==> config.mk <==
export PLATFORM = sky130hd
export DESIGN_NAME = aes_round_engine_scheduler_flat
export DESIGN_NICKNAME = d
export VERILOG_FILES = /design/src/rtl/aes_round_engine_scheduler_if.sv /design/src/rtl/aes_round_engine_scheduler.sv /design/src/flat_wrapper.sv
export SDC_FILE = /design/constraint.sdc
export NUM_CORES = 1
export LEC_CHECK = 0
export ABC_AREA = 0
export ABC_CLOCK_PERIOD_IN_PS = 2300
export CAP_MARGIN = 5
export CORE_AREA = 2 2 549 551
export CTS_BUF_LIST = sky130_fd_sc_hd__clkbuf_16
export CTS_CLUSTER_SIZE = 8
export DETAILED_ROUTE_END_ITERATION = 10
export DIE_AREA = 0 0 551 553
export GPL_TIMING_DRIVEN = 0
export PLACE_DENSITY_LB_ADDON = 0.3
export SETUP_SLACK_MARGIN = 0.02
export SLEW_MARGIN = 20
export SYNTH_ARGS = -nofsm -noshare
export SYNTH_HDL_FRONTEND = slang
export SYNTH_SLANG_ARGS = --single-unit
==> constraint.sdc <==
create_clock -name i_clock -period 2.3 [get_ports i_clock]
set_clock_uncertainty 0.15 [all_clocks]
set_input_delay 0.23 -clock i_clock [delete_from_list [all_inputs] [get_ports i_clock]]
set_output_delay 0.23 -clock i_clock [all_outputs]
set_load 0.005 [all_outputs]
==> src/rtl/aes_round_engine_scheduler_if.sv <==
// rtl/aes_round_engine_scheduler_if.sv - request, engine and result signals of the round engine scheduler
interface aes_round_engine_scheduler_if #(
  parameter int N_REQ    = 4,
  parameter int NB_STATE = 128,
  parameter int NB_ID    = 2
);
  logic [N_REQ-1:0]          i_req_valid;
  logic [N_REQ-1:0]          o_req_ready;
  logic [N_REQ*NB_STATE-1:0] i_req_state;
  logic [N_REQ*NB_STATE-1:0] i_req_data;
  logic                      o_eng_trigger;
  logic                      o_eng_valid;
  logic [NB_STATE-1:0]       o_eng_state;
  logic [NB_STATE-1:0]       i_eng_state;
  logic                      o_out_valid;
  logic                      i_out_ready;
  logic [NB_STATE-1:0]       o_out_state;
  logic [NB_ID-1:0]          o_out_id;
  logic                      o_busy;

  modport slave (
    input  i_req_valid, i_req_state, i_req_data, i_eng_state, i_out_ready,
    output o_req_ready, o_eng_trigger, o_eng_valid, o_eng_state,
    output o_out_valid, o_out_state, o_out_id, o_busy
  );

  modport master (
    output i_req_valid, i_req_state, i_req_data, i_eng_state, i_out_ready,
    input  o_req_ready, o_eng_trigger, o_eng_valid, o_eng_state,
    input  o_out_valid, o_out_state, o_out_id, o_busy
  );
endinterface

==> src/rtl/aes_round_engine_scheduler.sv <==
// rtl/aes_round_engine_scheduler.sv - round-robin sharing of one iterative AES round engine
// One block in flight: grant, load the engine, step N_ROUNDS rounds, return cipher ^ data.
module aes_round_engine_scheduler #(
  parameter int NB_BYTE  = 8,
  parameter int N_BYTES  = 16,
  parameter int N_ROUNDS = 14,
  parameter int N_REQ    = 4,
  parameter int NB_ID    = 2
) (
  input logic i_clock,
  input logic i_reset,
  aes_round_engine_scheduler_if.slave bus
);
  localparam int NB_STATE = N_BYTES * NB_BYTE;
  localparam int NB_CAND  = NB_ID + 1;
  localparam logic [3:0]       RND_LAST = 4'(N_ROUNDS);
  localparam logic [NB_ID-1:0] ID_LAST  = NB_ID'(N_REQ - 1);

  typedef enum logic [1:0] {ST_IDLE, ST_RUN, ST_DONE} state_t;

  state_t              state_q, state_d;
  logic [3:0]          rnd_cnt_q;
  logic [NB_ID-1:0]    rr_ptr_q;
  logic [NB_ID-1:0]    id_q;
  logic [NB_ID-1:0]    out_id_q;
  logic [NB_ID-1:0]    grant_idx;
  logic [NB_STATE-1:0] data_q;
  logic [NB_STATE-1:0] out_state_q;
  logic                grant_found;
  logic                accept;
  logic [NB_CAND-1:0]  cand;
  logic [N_REQ-1:0]    req_ready;

  logic [NB_STATE-1:0] req_state_a [N_REQ];
  logic [NB_STATE-1:0] req_data_a  [N_REQ];

  for (genvar k = 0; k < N_REQ; k++) begin : g_unpack
    assign req_state_a[k] = bus.i_req_state[k*NB_STATE +: NB_STATE];
    assign req_data_a[k]  = bus.i_req_data[k*NB_STATE +: NB_STATE];
  end

  // First valid requester at or after rr_ptr, wrapping at N_REQ.
  always_comb begin
    grant_found = 1'b0;
    grant_idx   = '0;
    cand        = '0;
    for (int i = 0; i < N_REQ; i++) begin
      cand = {1'b0, rr_ptr_q} + NB_CAND'(i);
      if (cand >= NB_CAND'(N_REQ)) begin
        cand = cand - NB_CAND'(N_REQ);
      end
      if (!grant_found && bus.i_req_valid[cand[NB_ID-1:0]]) begin
        grant_found = 1'b1;
        grant_idx   = cand[NB_ID-1:0];
      end
    end
  end

  always_comb begin
    state_d           = state_q;
    accept            = 1'b0;
    req_ready         = '0;
    bus.o_eng_trigger = 1'b0;
    bus.o_eng_valid   = 1'b0;
    bus.o_eng_state   = '0;
    case (state_q)
      ST_IDLE: begin
        if (grant_found && !i_reset) begin
          req_ready[grant_idx] = 1'b1;
          bus.o_eng_trigger    = 1'b1;
          bus.o_eng_valid      = 1'b1;
          bus.o_eng_state      = req_state_a[grant_idx];
          accept               = 1'b1;
          state_d              = ST_RUN;
        end
      end
      ST_RUN: begin
        bus.o_eng_valid = !i_reset;
        if (rnd_cnt_q == RND_LAST) begin
          state_d = ST_DONE;
        end
      end
      ST_DONE: begin
        if (bus.i_out_ready) begin
          state_d = ST_IDLE;
        end
      end
      default: state_d = ST_IDLE;
    endcase
  end

  // The engine's last-round output is only valid in the final RUN cycle, so capture it there.
  always_ff @(posedge i_clock) begin
    if (i_reset) begin
      state_q     <= ST_IDLE;
      rnd_cnt_q   <= '0;
      rr_ptr_q    <= '0;
      id_q        <= '0;
      data_q      <= '0;
      out_state_q <= '0;
      out_id_q    <= '0;
    end else begin
      state_q <= state_d;
      if (accept) begin
        data_q    <= req_data_a[grant_idx];
        id_q      <= grant_idx;
        rnd_cnt_q <= 4'd1;
        rr_ptr_q  <= (grant_idx == ID_LAST) ? '0 : grant_idx + NB_ID'(1);
      end else if (state_q == ST_RUN) begin
        if (rnd_cnt_q == RND_LAST) begin
          out_state_q <= bus.i_eng_state ^ data_q;
          out_id_q    <= id_q;
          rnd_cnt_q   <= '0;
        end else begin
          rnd_cnt_q <= rnd_cnt_q + 4'd1;
        end
      end
    end
  end

  assign bus.o_req_ready = req_ready;
  assign bus.o_out_valid = (state_q == ST_DONE);
  assign bus.o_out_state = out_state_q;
  assign bus.o_out_id    = out_id_q;
  assign bus.o_busy      = (state_q != ST_IDLE);
endmodule
==> src/flat_wrapper.sv <==
// flat-port wrapper written by rule: the top's interface ports become plain ports
module aes_round_engine_scheduler_flat 
#(
  parameter int NB_BYTE  = 8,
  parameter int N_BYTES  = 16,
  parameter int N_ROUNDS = 14,
  parameter int N_REQ    = 4,
  parameter int NB_ID    = 2
)
  (i_clock, i_reset, bus_i_req_valid, bus_i_req_state, bus_i_req_data, bus_i_eng_state, bus_i_out_ready, bus_o_req_ready, bus_o_eng_trigger, bus_o_eng_valid, bus_o_eng_state, bus_o_out_valid, bus_o_out_state, bus_o_out_id, bus_o_busy);
  aes_round_engine_scheduler_if #(.N_REQ(N_REQ), .NB_ID(NB_ID)) bus_i ();
  input logic i_clock;
  input logic i_reset;
  input wire logic [$bits(bus_i.i_req_valid)-1:0] bus_i_req_valid;
  input wire logic [$bits(bus_i.i_req_state)-1:0] bus_i_req_state;
  input wire logic [$bits(bus_i.i_req_data)-1:0] bus_i_req_data;
  input wire logic [$bits(bus_i.i_eng_state)-1:0] bus_i_eng_state;
  input wire logic [$bits(bus_i.i_out_ready)-1:0] bus_i_out_ready;
  output wire logic [$bits(bus_i.o_req_ready)-1:0] bus_o_req_ready;
  output wire logic [$bits(bus_i.o_eng_trigger)-1:0] bus_o_eng_trigger;
  output wire logic [$bits(bus_i.o_eng_valid)-1:0] bus_o_eng_valid;
  output wire logic [$bits(bus_i.o_eng_state)-1:0] bus_o_eng_state;
  output wire logic [$bits(bus_i.o_out_valid)-1:0] bus_o_out_valid;
  output wire logic [$bits(bus_i.o_out_state)-1:0] bus_o_out_state;
  output wire logic [$bits(bus_i.o_out_id)-1:0] bus_o_out_id;
  output wire logic [$bits(bus_i.o_busy)-1:0] bus_o_busy;
  assign bus_i.i_req_valid = bus_i_req_valid;
  assign bus_i.i_req_state = bus_i_req_state;
  assign bus_i.i_req_data = bus_i_req_data;
  assign bus_i.i_eng_state = bus_i_eng_state;
  assign bus_i.i_out_ready = bus_i_out_ready;
  assign bus_o_req_ready = bus_i.o_req_ready;
  assign bus_o_eng_trigger = bus_i.o_eng_trigger;
  assign bus_o_eng_valid = bus_i.o_eng_valid;
  assign bus_o_eng_state = bus_i.o_eng_state;
  assign bus_o_out_valid = bus_i.o_out_valid;
  assign bus_o_out_state = bus_i.o_out_state;
  assign bus_o_out_id = bus_i.o_out_id;
  assign bus_o_busy = bus_i.o_busy;
  aes_round_engine_scheduler #(.NB_BYTE(NB_BYTE), .N_BYTES(N_BYTES), .N_ROUNDS(N_ROUNDS), .N_REQ(N_REQ), .NB_ID(NB_ID)) u_core (.i_clock(i_clock), .i_reset(i_reset), .bus(bus_i));
endmodule
### Word-level counts from Yosys, hierarchy flattened

Cells that the tools add are included.

* ROM bits: 0
* bits of input ports: 1159
* latch bits: 0
* bits in registers: 268
* memory bits (writable): 0
* memories kept: 0
* logic and storage cells: 96

* reduce and logical (&&, ||, !) cells: 15
* divide/modulo/power cells: 0
* add/subtract/negate cells: 9
* equality and inequality tests: 7
* shift operators: 0
* bitwise gates (word level): 3
* order comparisons: 11
* multiply operators: 0
* mux-type cells: 43

Operators by type and width (number)
* $mux 128: 6
* $bmux 128 s2: 2
* $xor 128x128->128: 1
* $mux 2: 12
* $lt 2x3->1 const B: 5
* $mux 1: 13
* $ge 3x3->1 const B: 4
* $mux 4: 3
* $bmux 1 s2: 4
* $sub 2x1->2 const B: 4
* $add 2x2->3 const B: 2
* $pmux 2 s3: 1
* $reduce_and 3->1: 2
* $logic_and 1x1->1: 5
* $add 4x1->4 const B: 1
* $eq 2x2->1 const B: 2
* $eq 4x4->1 const B: 1
* $logic_not 1->1: 4
* $ne 2x1->1 const B: 2
* $reduce_bool 2->1: 2
* $add 2x1->3 const B: 1
* $ge 2x3->1 const B: 1
* $not 2->3: 1
* $add 2x1->2 const B: 1
* 8 further kinds: 8

### Depth between registers and ports, before layout

* depth after elaboration: 20
* gate-level depth with buffers: 11

### Least setup slack after synthesis

OpenSTA, ideal clock, no wires.

* kind: flip-flop to flip-flop
* start: register u_core.rr_ptr_q[0]
* end: register u_core.rr_ptr_q[1]
* arrival time: 2.052 ns
* data required time: 2.033 ns
* setup slack: -0.019 ns
* clock period less this slack: 2.319 ns
* buffers on the path: 4
* stages on the path, launching flop included: 11
* path through: dfxtp_1 -> nor2b_1 -> or4b_1 -> clkbuf_1 -> and2_1 -> buf_6 -> inv_4 -> buf_8 -> buf_4 -> ha_1 -> a22o_1

* word-level cells in the longest chain between the ends: 17
* elaborated cells on any way between the ends: 43
* those cells by class: 8 x add/sub; 4 x order compare; 1 x eq/ne; 23 x mux; 7 x reduce/logical

Ends and longest elaborated chain
* from (decl): RTL line aes_round_engine_scheduler.sv:23 `logic [NB_ID-1:0] rr_ptr_q;`
* from (signal assigned): RTL line aes_round_engine_scheduler.sv:108 `rr_ptr_q <= (grant_idx == ID_LAST) ? '0 : grant_idx + NB_ID'(1);`
* branches (longest 17 deep; another with $add 2x1->3)

Parallel ways; which one is timed is not known. The select of a mux whose other input is x is not followed.
A chain may end at the register's enable or synchronous reset.

### Worst setup path in the final report

* start: register u_core.rr_ptr_q[0]
* end: register u_core.data_q[99]

* word-level cells in the longest chain between the ends: 18
* elaborated cells on any way between the ends: 44
* those cells by class: 7 x add/sub; 4 x order compare; 25 x mux; 1 x bitwise; 7 x reduce/logical

Ends and longest elaborated chain
* branches (longest 18 deep; another with $add 2x1->3)
* to (signal assigned): RTL line aes_round_engine_scheduler.sv:105 `data_q <= req_data_a[grant_idx];`
* to (decl): RTL line aes_round_engine_scheduler.sv:27 `logic [NB_STATE-1:0] data_q;`

Parallel ways; which one is timed is not known. The select of a mux whose other input is x is not followed.

==> impl_metrics.toml <==
[global_route]
track_usage_pct = 18.1
grt_pass1_vias = 29100
antenna_found_initial = 208
grt_max_degree = 11
grt_overflow = 0
grt_pass1_wl_um = 349000

[timing]
hold_viol_final = 0
rsz0062_at_grt = "yes"
period_needed_ns = 3.41
tightest_slew_ns = 1.09
fmax_mhz = 293
setup_ws_ns = -1.11
maxSlewHeadroom_pct = 27.4
slew_violations = 0
finalSetupTns_ns = -236.40
setup_violations = 377
period_share_pct = 148

[die]
start_util_pct = 6.26
coreArea_um2 = 299000
io_pins = 1425
std_cell_rows = 201
die_x_um = 551
dieArea_um2 = 305000
die_y_um = 553

[synth]
synth_cell_type_count = 41
synthMostInstantiatedCell = "a211oi_1"
yosys_warnings = 0
synth_top_area_cell = "dfxtp_1"
ys_seq_area_share_pct = 28.7
synth_area_leaders = "dfxtp_1, a211oi_1, and3_1"
synthArstFlopShare_pct = 0
synth-main-ff-cell = "dfxtp_1"
synth-edff-count = 0
syn_inst = 2423
ys_ff_latch = 268
synthesis.nets = 3583
synth_top_area_share_pct = 28.7
synth_area_um2 = 18700
netlist_top_cells_count = "a211oi_1, nand2_1, and3_1, dfxtp_1, clkbuf_1"
postSynthAreaPerCell_um2 = 7.72

[finish]
fin_cells = 8021
area_growth_pct = 142
drive_gt1_share_pct = 20.8
fill_cells = 33900
final_util_pct = 15.2
final_nets = 5153

[outcome]
failed_checks = "setup timing"
status = "complete, but fails checks"

[critical_path]
criticalPathCategory = "flop to flop"
crit_top_cell = "clkbuf_1"
worstPathMaxFanout = 11
worstSetupStartpointType = "flop"
required_ns = 2.60
crit_chain = "nor2b_4 > or4b_4 > buf_6 > buf_4 > clkbuf_1 > clkbuf_1 > and3_1 > a211oi_2 > o31ai_2"
timing.rr.start = "u_core.rr_ptr_q[0]"
reg2reg_depth = 9
ff2ff_setup_slack_ns = -1.11
r2r_end = "u_core.data_q[99]"
max_stage_delay_ns = 0.49
cp_slowest_cell = "clkbuf_1"
critical_path_arrival_ns = 3.72
end_kind = "flop"

[power_and_ir_drop]
total_power_uw = 25200
clockPowerShare_pct = 24.7
ir_drop_uv = 428
pwr-share-comb_pct = 54.2
seqPwrFrac_pct = 21.1
swShare_pct = 42.9
power_density_nw_per_um2 = 556
p_leak_uw = 0.0152
switching_power_uw = 10800
p_int_uw = 14400

[clocking]
cts_sinks = 268
cts_tree = "done"
cts-hold-fix-buffers = 0
cts_buffer_depth = 3
cts_max_level = 2
clk_pin_slew_worst_paths_ns = 0.06
root_buffer = "clkbuf_16"
cts-buffers-inserted = 42
worstSkewPairLatency_ns = 0.60

[run]
cap_violations = 0

[drt]
route.detailed.drc = 0
wirelength_um = 292000
ant_nets = 0
dr.first_iter.drc_count = 1950
viasPerCell = 3.53
vias = 28300
routedWlPerCell_um = 36.4
dr.pass1.iters = 6

[worst_hold_path]
min_path_cells = 4
hold_path_class = "primary input to flop"
hold_path_startpoint = "bus_i_out_ready"
holdPathEnd = "u_core.state_q[1]"

[place]
dp.cells = 7823
io_buffers = 1424
place_congestion = 0.969
dp_hpwl_um = 260000
routing by layer:
layer	GRT usage, %	up-vias	part of all wire, %
met2	31.9	1626	49
met1	19.6	13800	37
li1	-	12300	-
met4	6.84	108	5.1
met5	0	-	0.24
met3	6.49	489	9.6
critical path: cells and delay by family, from the launching register on:
kind                   cells  cell delay [ns]
AND/OR/NAND/NOR            3             0.96
flip-flops                 1             0.37
buffers and inverters      4             1.18
AO/OA/AOI/OAI              2             0.57
layout make-up:
| cell class | count | area (um2) | area share (%) |
|---|---|---|---|
| Antenna cell | 60 | 150 | 0.331 |
| Buffer | 298 | 2590 | 5.71 |
| Clock buffer | 43 | 1080 | 2.38 |
| Clock inverter | 11 | 130 | 0.287 |
| Inverter | 4 | 43.8 | 0.0967 |
| Multi-Input combinational cell | 1850 | 15500 | 34.1 |
| Sequential cell | 268 | 5380 | 11.9 |
| Tap cell | 3958 | 4950 | 10.9 |
| Timing Repair Buffer | 1529 | 15500 | 34.3 |
flip-flops by register name, summed over array words and instances, names as in the netlist:
register,cells
u_core.state_q,2
u_core.data_q,128
u_core.bus.o_out_id,2
u_core.bus.o_out_state,128
u_core.id_q,2
u_core.rnd_cnt_q,4
u_core.rr_ptr_q,2
what timing repair did:
item	in CTS	in global routing
buffers inserted	15	54
gates cloned	4	13
setup endpoints to repair	400	399
pin swaps	60	103
hold endpoints to repair	0	0
resized for setup	1061	611
stage by stage:
stage	cell area (um2)	hold slack [ns]	setup WS [ns]
2_1_floorplan	18700	0.258	0.0183
3_3_place_gp	37900	0.300	-6.98
3_5_place_dp	38500	0.302	-4.75
4_1_cts	43100	0.0455	-1.29
5_1_grt	45200	0.116	-1.19
6_report	45300	0.108	-1.11
power groups by stage:
stage                     Clock [uW]  Combinational, uW  Sequential [uW]
after floorplan                    0               3740             5300
final                           6240              13700             5310
after detailed placement           0              10800             5410
after global routing            6560              14200             5350
after CTS                       6480              12600             5310
after global placement             0              10500             5400
worst max-delay path by stage:
stage               cells after the start               start              endpoint
finish                                  9  u_core.rr_ptr_q[0]     u_core.data_q[99]
global placement                       10  bus_i_req_valid[0]  bus_o_eng_state[125]
CTS                                     9  u_core.rr_ptr_q[0]  bus_o_eng_state[125]
floorplan                               9  u_core.rr_ptr_q[0]  bus_o_eng_state[100]
global route                           11  u_core.rr_ptr_q[0]   bus_o_eng_state[58]
detailed placement                     11  bus_i_req_valid[0]  bus_o_eng_state[125]
layout by cell type, fill, tap and decap left out, drive strengths merged, types with 3 or more instances in the layout:
master and count:
clkdlybuf4s50 1291, a211oi 512, nand2 388, and3 384
buf 291, clkbuf 276, dfxtp 268, nor2 134
xnor2 128, a311oi 128, o31ai 128, diode 60
clkdlybuf4s15 10, nor2b 7, nor3 6, clkinv 6
inv 6, a21oi 5, o21ai 5, and2 3
mux2i 3, bufinv 3
kinds of logic after synthesis:
kind of cell / after synthesis / share of synthesized area [%]
DFF: 268 / 28.7
buffers and inverters: 305 / 6.80
muxes: 4 / 0.221
adders and majority gates: 1 / 0.0668
AOI/OAI and AO/OA: 783 / 34.0
and+or+nand+nor: 934 / 24.3
xor gates and xnor gates: 128 / 5.99
Power figures use the tool's default switching activity.
==> RTL edit, RTL diff (config.mk and constraints unchanged) <==
`N_ROUNDS` is set to 14 in 2 places; all go to 13.
--- a/src/rtl/aes_round_engine_scheduler.sv
+++ b/src/rtl/aes_round_engine_scheduler.sv
@@ -3,7 +3,7 @@
 module aes_round_engine_scheduler #(
   parameter int NB_BYTE  = 8,
   parameter int N_BYTES  = 16,
-  parameter int N_ROUNDS = 14,
+  parameter int N_ROUNDS = 13,
   parameter int N_REQ    = 4,
   parameter int NB_ID    = 2
 ) (
--- a/src/flat_wrapper.sv
+++ b/src/flat_wrapper.sv
@@ -3,7 +3,7 @@
 #(
   parameter int NB_BYTE  = 8,
   parameter int N_BYTES  = 16,
-  parameter int N_ROUNDS = 14,
+  parameter int N_ROUNDS = 13,
   parameter int N_REQ    = 4,
   parameter int NB_ID    = 2
 )
Check against the original RTL: not settled (the Yosys comparison gave no result); the edit may change what the design does.
==> RTL edit against the original RTL <==
Routed wire length grew 2.0%. Count of clock-buffer cells in the layout rose by 1. Non-clock buffer count down 9. Largest power group unchanged. Synthesized area is 7.5% lower. Worst setup slack lost 130 ps. Total power up 0.30%. Maximum frequency shrank 3.5%. First-iteration DRC count increased by 5.0%. Highest routed layer unchanged. Design area shrank 1.2%. Clock power rose by 8.8%. Global-route usage increased by 0.30 points. The flow still finishes with violations (setup timing). Sequential cell count is the same. Cell count decreased by 2.7%. Largest cell class unchanged.
==> RTL edit: results (changes against the original RTL) <==
| Metric | Value |
|---|---|
| Worst r2r path cells | `7 (was 9)` |
| DP HPWL | `263000 um (was 260000 um)` |
| FF-to-FF Start | `u_core.state_q[1] (was u_core.rr_ptr_q[0])` |
| Number of buffers created by CTS | `44 (was 42)` |
| Reg-to-reg endpoint | `u_core.data_q[117] (was u_core.data_q[99])` |
| Post-synthesis sequential area ratio | `31.0% (was 28.7%)` |
| Commonest cells post-synth | `nand2_1 (388), dfxtp_1 (268), mux2i_1 (261) (was a211oi_1 (512), nand2_1 (388), and3_1 (384))` |
| Min-delay src | `bus_i_eng_state[10] (was bus_i_out_ready)` |
| Pleak | `15.1 nW (was 15.2 nW)` |
| R2R setup slack | `-660 ps (was -1110 ps)` |
| Yosys cell types | `37 (was 41)` |
| Final setup viols | `388 (was 377)` |
| Failing checks | `setup timing (unchanged)` |
| Dpl ws | `-3420 ps (was -4750 ps)` |
| # fillers | `33800 (was 33900)` |
| Crit path DAT | `3160 ps (was 3720 ps)` |
| TNS Setup | `-226460 ps (was -236400 ps)` |
| Top cells by area, synth | `dfxtp_1 (31%), mux2i_1 (15%), a211oi_1 (11%) (was dfxtp_1 (29%), a211oi_1 (21%), and3_1 (13%))` |
| Status | `finished with violations (unchanged)` |
| Rel. slew slack | `29.3% (was 27.4%)` |
| Total GRT Usage | `18.4% (was 18.1%)` |
| Max VDD drop | `0.000525 V (was 0.000428 V)` |
| Post-route setup slack | `-1240 ps (was -1110 ps)` |
| Largest net degree at the start of global routing | `14 (was 11)` |
| Number of cells on the worst hold path | `3 (was 4)` |
| Layout cells sized above 1 | `24.6% (was 20.8%)` |
| Antenna violations before repair | `281 (was 208)` |
==> RTL edit: metrics by stage <==
step	cells	hold WS, ps	area [um^2]	util, %
detailed placement	7486	319	36800	12.3
CTS	7585	0.433	40700	13.6
global placement	7476	314	36500	12.2
floorplan	2094	258	17300	-
global route	7742	41.0	44600	14.9
finish	7805	72.8	44800	15.0
==> RTL edit: what timing repair did <==
action,4_1_cts,5_1_grt
endpoints found under the hold margin,10,0
hold buffers,16,0
resized for setup,1008,838
cloned,3,26
endpoints found under the setup margin,403,402
pin swaps,65,166
buffers inserted,15,103
==> RTL edit: layout make-up <==
class | count | area (um^2) | area share (%)
Timing Repair Buffer | 1595 | 16200 | 36.3
Multi-Input combinational cell | 1593 | 14100 | 31.6
Sequential cell | 268 | 5370 | 12.0
Tap cell | 3958 | 4950 | 11.1
Buffer | 223 | 2460 | 5.50
Clock buffer | 44 | 1100 | 2.46
Antenna cell | 96 | 240 | 0.537
Clock inverter | 21 | 223 | 0.498
Inverter | 7 | 41.3 | 0.0923
==> RTL edit: kinds of logic after synthesis <==
| kind of cell | Yosys count | synth area share, % |
|---|---|---|
| AOI/OAI and AO/OA | 527 | 24.8 |
| xor gates and xnor gates | 128 | 6.48 |
| adders and majority gates | 1 | 0.0723 |
| buffers and inverters | 233 | 5.71 |
| DFF | 268 | 31.0 |
| muxes | 261 | 15.1 |
| and+or+nand+nor | 676 | 16.9 |
==> RTL edit: worst max-delay path: stages (launching register included) <==
cell and delay (ps):
dfxtp_4 400, buf_6 140, o221ai_4 340, nand2_8 140
buf_12 200, clkbuf_16 200, a211oi_4 640, a311oi_2 140
buf_2 190
==> RTL edit: worst max-delay path by stage <==
| stage | slack (ps) | start | depth (start not counted) | end |
|---|---|---|---|---|
| floorplan | 250 | u_core.rr_ptr_q[0] | 7 | bus_o_eng_state[100] |
| global placement | -3660 | bus_i_req_valid[3] | 9 | bus_o_eng_state[79] |
| detailed placement | -3420 | bus_i_req_valid[3] | 8 | bus_o_eng_state[7] |
| CTS | -1320 | u_core.rr_ptr_q[0] | 8 | bus_o_eng_state[22] |
| global route | -1290 | u_core.rr_ptr_q[1] | 9 | bus_o_eng_state[67] |
| finish | -1240 | u_core.rr_ptr_q[0] | 8 | bus_o_eng_state[102] |
==> RTL edit: power breakdown <==
group          switching [mW]  total (mW)  internal, mW
clock network            3.02        6.79          3.77
registers               0.294        5.27          4.98
logic                    7.09        13.2          6.13
==> RTL edit: metal layers <==
metal	track usage, %	vias to the layer above	wire [um]
met5	0	-	938
met3	9.61	592	39600
met4	5.00	144	11300
met1	21.3	12800	114000
met2	29.4	1901	132000
li1	-	11200	-
